$ cat config.mk
export PLATFORM = sky130hd
export DESIGN_NAME = bin_mul_flat
export DESIGN_NICKNAME = d
export VERILOG_FILES = /design/src/rtl/bin_mul_if.sv /design/src/rtl/bin_mul.sv /design/src/flat_wrapper.sv
export SDC_FILE = /design/constraint.sdc
export NUM_CORES = 1
export LEC_CHECK = 0
export CORE_ASPECT_RATIO = 0.7
export CORE_MARGIN = 5
export CORE_UTILIZATION = 50
export CTS_BUF_LIST = sky130_fd_sc_hd__clkbuf_2
export DETAILED_ROUTE_END_ITERATION = 16
export PLACE_DENSITY = 0.8
export SYNTH_ARGS = -nofsm -noshare
export SYNTH_HDL_FRONTEND = slang
export SYNTH_SLANG_ARGS = --single-unit
$ cat constraint.sdc
create_clock -name clk -period 4.1 [get_ports clk]
set_input_delay 0.82 -clock clk [delete_from_list [all_inputs] [get_ports clk]]
set_output_delay 0.82 -clock clk [all_outputs]
set_load 0.02 [all_outputs]
$ cat src/rtl/bin_mul_if.sv
// Operand/result bundle for the shift-add dividend reconstructor.
interface bin_mul_if #(
    parameter int unsigned WIDTH = 16
);
    logic                 start;
    logic [WIDTH-1:0]     quot;
    logic [WIDTH:0]       divisor;
    logic [WIDTH:0]       remainder;
    logic [2*WIDTH+1:0]   dividend;
    logic                 busy;
    logic                 done;
    logic                 ovf;
    logic                 rem_err;

    // Requester side: drives operands and start, observes result and flags.
    modport master (
        output start, quot, divisor, remainder,
        input  dividend, busy, done, ovf, rem_err
    );

    // Reconstructor side.
    modport slave (
        input  start, quot, divisor, remainder,
        output dividend, busy, done, ovf, rem_err
    );
endinterface

$ cat src/rtl/bin_mul.sv
// Reconstructs dividend = quot*divisor + remainder with a serial
// LSB-first shift-add multiply (WIDTH edges) followed by one add edge.
module bin_mul #(
    parameter int unsigned WIDTH = 16
) (
    input  logic      clk,
    input  logic      rst,
    bin_mul_if.slave  bus
);
    localparam int unsigned DW = 2 * WIDTH + 2;
    localparam int unsigned CW = (WIDTH > 1) ? $clog2(WIDTH) : 1;

    typedef enum logic [1:0] {
        IDLE = 2'd0,
        MUL  = 2'd1,
        ADD  = 2'd2
    } state_t;

    state_t            state_q;
    state_t            state_d;
    logic [WIDTH-1:0]  quot_q;
    logic [WIDTH:0]    div_q;
    logic [WIDTH:0]    rem_q;
    logic [DW-1:0]     acc_q;
    logic [CW-1:0]     cnt_q;
    logic              last_bit_c;
    logic [DW-1:0]     sum_c;

    assign last_bit_c = (cnt_q == CW'(WIDTH - 1));
    assign sum_c      = acc_q + DW'(rem_q);

    // State register.
    always_ff @(posedge clk or posedge rst) begin
        if (rst) begin
            state_q <= IDLE;
        end else begin
            state_q <= state_d;
        end
    end

    // Next-state logic: start is only honoured in IDLE, so it never queues.
    always_comb begin
        state_d = state_q;
        case (state_q)
            IDLE:    if (bus.start) state_d = MUL;
            MUL:     if (last_bit_c) state_d = ADD;
            ADD:     state_d = IDLE;
            default: state_d = IDLE;
        endcase
    end

    // Operand capture and shift-add accumulation.
    always_ff @(posedge clk or posedge rst) begin
        if (rst) begin
            quot_q <= '0;
            div_q  <= '0;
            rem_q  <= '0;
            acc_q  <= '0;
            cnt_q  <= '0;
        end else begin
            case (state_q)
                IDLE: begin
                    if (bus.start) begin
                        quot_q <= bus.quot;
                        div_q  <= bus.divisor;
                        rem_q  <= bus.remainder;
                        acc_q  <= '0;
                        cnt_q  <= '0;
                    end
                end
                MUL: begin
                    if (quot_q[cnt_q]) begin
                        acc_q <= acc_q + (DW'(div_q) << cnt_q);
                    end
                    cnt_q <= cnt_q + CW'(1);
                end
                default: begin
                end
            endcase
        end
    end

    // Registered status and result; result/flags only move on the add edge.
    always_ff @(posedge clk or posedge rst) begin
        if (rst) begin
            bus.dividend <= '0;
            bus.busy     <= 1'b0;
            bus.done     <= 1'b0;
            bus.ovf      <= 1'b0;
            bus.rem_err  <= 1'b0;
        end else begin
            bus.busy <= (state_d != IDLE);
            bus.done <= (state_q == ADD);
            if (state_q == ADD) begin
                bus.dividend <= sum_c;
                bus.ovf      <= |sum_c[DW-1:WIDTH];
                bus.rem_err  <= (rem_q >= div_q);
            end
        end
    end
endmodule
$ cat src/flat_wrapper.sv
// flat-port wrapper written by rule: the top's interface ports become plain ports
module bin_mul_flat 
#(
    parameter int unsigned WIDTH = 16
)
  (clk, rst, bus_start, bus_quot, bus_divisor, bus_remainder, bus_dividend, bus_busy, bus_done, bus_ovf, bus_rem_err);
  bin_mul_if #(.WIDTH(WIDTH)) bus_i ();
  input  logic clk;
  input  logic rst;
  input wire logic [$bits(bus_i.start)-1:0] bus_start;
  input wire logic [$bits(bus_i.quot)-1:0] bus_quot;
  input wire logic [$bits(bus_i.divisor)-1:0] bus_divisor;
  input wire logic [$bits(bus_i.remainder)-1:0] bus_remainder;
  output wire logic [$bits(bus_i.dividend)-1:0] bus_dividend;
  output wire logic [$bits(bus_i.busy)-1:0] bus_busy;
  output wire logic [$bits(bus_i.done)-1:0] bus_done;
  output wire logic [$bits(bus_i.ovf)-1:0] bus_ovf;
  output wire logic [$bits(bus_i.rem_err)-1:0] bus_rem_err;
  assign bus_i.start = bus_start;
  assign bus_i.quot = bus_quot;
  assign bus_i.divisor = bus_divisor;
  assign bus_i.remainder = bus_remainder;
  assign bus_dividend = bus_i.dividend;
  assign bus_busy = bus_i.busy;
  assign bus_done = bus_i.done;
  assign bus_ovf = bus_i.ovf;
  assign bus_rem_err = bus_i.rem_err;
  bin_mul #(.WIDTH(WIDTH)) u_core (.clk(clk), .rst(rst), .bus(bus_i));
endmodule
==> run summary <==
Place WS -> 176.0 ps
Rel. slew slack -> 43.57%
Cells after DPL -> 1354
Crit path from -> u_core.cnt_q[1]
Slew Viols, Final -> 0
Worst-path fanout max -> 15
Htree depth -> 4
Post-Layout Inst Area -> 10480 um2
Core area -> 17320 um2
Status -> complete, no violations
FILL cells -> 1537
Crit. End Element -> register
Post-synth EDFFs -> 0
Period utilization -> 97.00%
XOR/XNOR share of the synthesized area -> 5.616%
Cell variety after synth -> 71
Pin count of the biggest net entering global routing -> 69
Mux share of post-synthesis cell area -> 3.955%
Synth Area in Adders -> 9.880%
Slowest Stage Delay on Critical Path -> 480 ps
Mapped Cells -> 1068
Clock sink count -> 128
DR vias/cell -> 5.746
Iteration-0 DRC count of the detailed router -> 823
CTS tree -> done
Total CTS buffers -> 17
Worst Hold Class -> reg -> reg
Post-Place Cell Area -> 10050 um2
Final worst slack -> 123.1 ps
Avg WL per Cell -> 16.66 um
Clk Tree Root Cell -> clkbuf_2
Critical Path Start Type -> register
Count of final setup violators -> 0
Worst VDD drop -> 489.4 uV
WL final -> 23190 um
Final clock skew -> 46.12 ps
Via count -> 7999
First-pass GRT wire length -> 38250 um
Syn nets -> 1190
Die width -> 169.4 um
Initial antenna violation count -> 0
Largest family of logic cells by synthesized area -> simple AND/OR/NAND/NOR gates
CP dominant cell by count -> a211oi_2
Flops & latches, synth -> 128
Die height -> 121.6 um
Post-DP HPWL -> 17510 um
Asr flop ratio synth -> 100.0%
Synth-to-Final Area Change -> 17.89%
Total GRT Usage -> 22.81%
Final net count -> 1270
Leakage -> 4.927 nW
Drt first pass iters -> 6
Io pins -> 91
Post-synthesis simple-gate area fraction -> 20.76%
Max Cap Violations -> 0
Flop2flop setup slack -> 120 ps
Final Wtd Congestion -> 0.9760
Synth warn -> 0
Hold path start -> u_core.quot_q[2]
CP top delay family -> simple AND/OR/NAND/NOR gates
Worst-path clk slew -> 210 ps
Initial Utilization -> 51.34%
Required time worst endpoint -> 4690 ps
Die area -> 20590 um2
Synth Area in Compound Gates -> 20.01%
Critical-path top delay cell -> dfrtp_2
Global route total overflow -> 0
Critical path class -> reg -> reg
Crit path buf inv count -> 1
Non-Filler Instances -> 1392
Pwr/cell area -> 975.3 nW/um2
Worst r2r src -> u_core.cnt_q[1]
Worst path cell trace -> buf_12, mux2i_2, and2_1, a31oi_1, mux2i_1, a21oi_1, ha_1, a211oi_2, nor2_1, or4_1, a32o_1, a31o_1, or2_1, or3_1, a211oi_2, o31ai_1
Fin Hold WS -> 500.5 ps
Buffers added on ports -> 90
Rows -> 40
Ys flop type -> dfrtp_1
Share of cells above drive strength 1 -> 8.448%
Final ANT Viol Nets -> 0
Hold Vio Cnt, Final -> 0
Final Critical Period -> 3977 ps
Mapped cell area -> 8890 um2
Avg Inst Size Synth -> 8.324 um2
Longest Clk Path Bufs -> 2
Fmax -> 0.2515 GHz
Worst path arrival time -> 4570 ps
Worst-margin pin slew -> 846.4 ps
Vias in the first global route -> 7376
Later-pin clock latency in the skew report -> 710 ps
Sequential share of the synthesized area -> 36.03%
Residual DRC -> 0
-- cell usage in the layout, fill, tap and decap left out, types with 7 or more instances in the layout --
master	n
a21oi_1	51
and3_1	13
inv_1	32
a21o_1	23
nand2b_1	12
buf_4	18
clkbuf_2	18
dfrtp_1	126
nand2_1	219
clkdlybuf4s50_1	90
o21ai_0	117
mux4_2	7
o21a_1	9
nand3_1	51
nor3_1	10
ha_1	66
nor2b_1	8
xnor2_1	29
o21ai_1	9
and2_1	9
a31oi_1	8
mux2i_1	13
nor2_1	61
xor2_1	28
-- cell type report --
| cell class | count | area, um2 | area share [%] |
|---|---|---|---|
| clock buffers | 18 | 90.09 | 0.8596 |
| repair buffers | 113 | 1132 | 10.80 |
| clock inverters | 13 | 211.5 | 2.018 |
| flip-flops and latches | 128 | 3206 | 30.59 |
| inverters | 34 | 131.4 | 1.254 |
| diodes | 1 | 2.502 | 0.02388 |
| multi-input cells | 854 | 5418 | 51.70 |
| well taps | 231 | 289.0 | 2.758 |
-- stage by stage --
stage	total power [mW]	utilization [%]	TNS (ps)
final	10.22	60.52	0
after global routing	11.13	60.51	-156.4
after CTS	9.902	59.78	0
after detailed placement	8.902	58.03	0
after global placement	8.722	58.03	0
after floorplan	7.169	-	0
-- worst paths after layout --
| path | depth (start not counted) | to |
|---|---|---|
| min in group asynchronous | 2 | u_core.quot_q[0] |
| min | 2 | u_core.quot_q[2] |
| max | 16 | u_core.acc_q[24] |
| max reg2reg | 16 | u_core.acc_q[24] |
| max in group asynchronous | 3 | u_core.cnt_q[0] |
| min reg2reg | 2 | u_core.quot_q[2] |
-- layer usage --
metal	global-route usage [%]	vias up	wire (um)
met1	36.41	3718	11650
li1	-	3928	-
met5	0	-	0
met3	4.865	26	2118
met2	31.44	327	9177
met4	4.776	0	248
-- report_power, final --
part	leakage (nW)	internal (mW)	total, mW	switching (mW)
Clock	0.175	0.465	0.982	0.517
Sequential	1.64	1.83	2.49	0.662
Combinational	3.11	2.91	6.75	3.84
Total	4.93	5.21	10.2	5.02
-- cell usage after synthesis (9+ instances only) --
cell / instances / area, um2
nand2_1: 220 / 825.8
nand2b_1: 13 / 81.33
mux2i_1: 16 / 160.2
ha_1: 67 / 838.3
and2_1: 10 / 62.56
xor2_1: 28 / 245.2
nand3_1: 51 / 255.2
nor3_1: 10 / 50.05
a31oi_1: 10 / 62.56
o21ai_0: 125 / 625.6
nor2_1: 61 / 229.0
a21oi_1: 54 / 270.3
clkbuf_1: 39 / 146.4
and3_1: 13 / 81.33
xnor2_1: 29 / 254.0
a21o_1: 23 / 172.7
dfrtp_1: 128 / 3203
o21a_1: 9 / 67.56
inv_1: 33 / 123.9
-- what timing repair did --
action,4_1_cts,5_1_grt
setup endpoints to repair,0,9
gates resized for setup,0,24
buffers inserted,0,5
hold buffers,0,0
-- worst register-to-register path, cell delays in order, from the launching register on --
cell and delay (ps):
dfrtp_2 480, buf_12 170, mux2i_2 240, and2_1 160, a31oi_1 50, mux2i_1 210
a21oi_1 110, ha_1 410, a211oi_2 200, nor2_1 80, or4_1 420, a32o_1 270
a31o_1 220, or2_1 240, or3_1 330, a211oi_2 210, o31ai_1 90
-- registers in the layout, summed over array words and instances, names as in the netlist --
name	cells
u_core.acc_q	34
u_core.bus.dividend	34
u_core.div_q	17
u_core.rem_q	17
u_core.quot_q	16
u_core.cnt_q	4
u_core.state_q	2
u_core.bus.busy	1
u_core.bus.done	1
u_core.bus.ovf	1
u_core.bus.rem_err	1
-- cells by family after synthesis --
logic type | Yosys count
fa+ha+maj | 69
xor+xnor | 57
buf+inv | 86
compound gates | 287
mux | 26
flops | 128
simple gates | 415
Power figures use the tool's default switching activity.
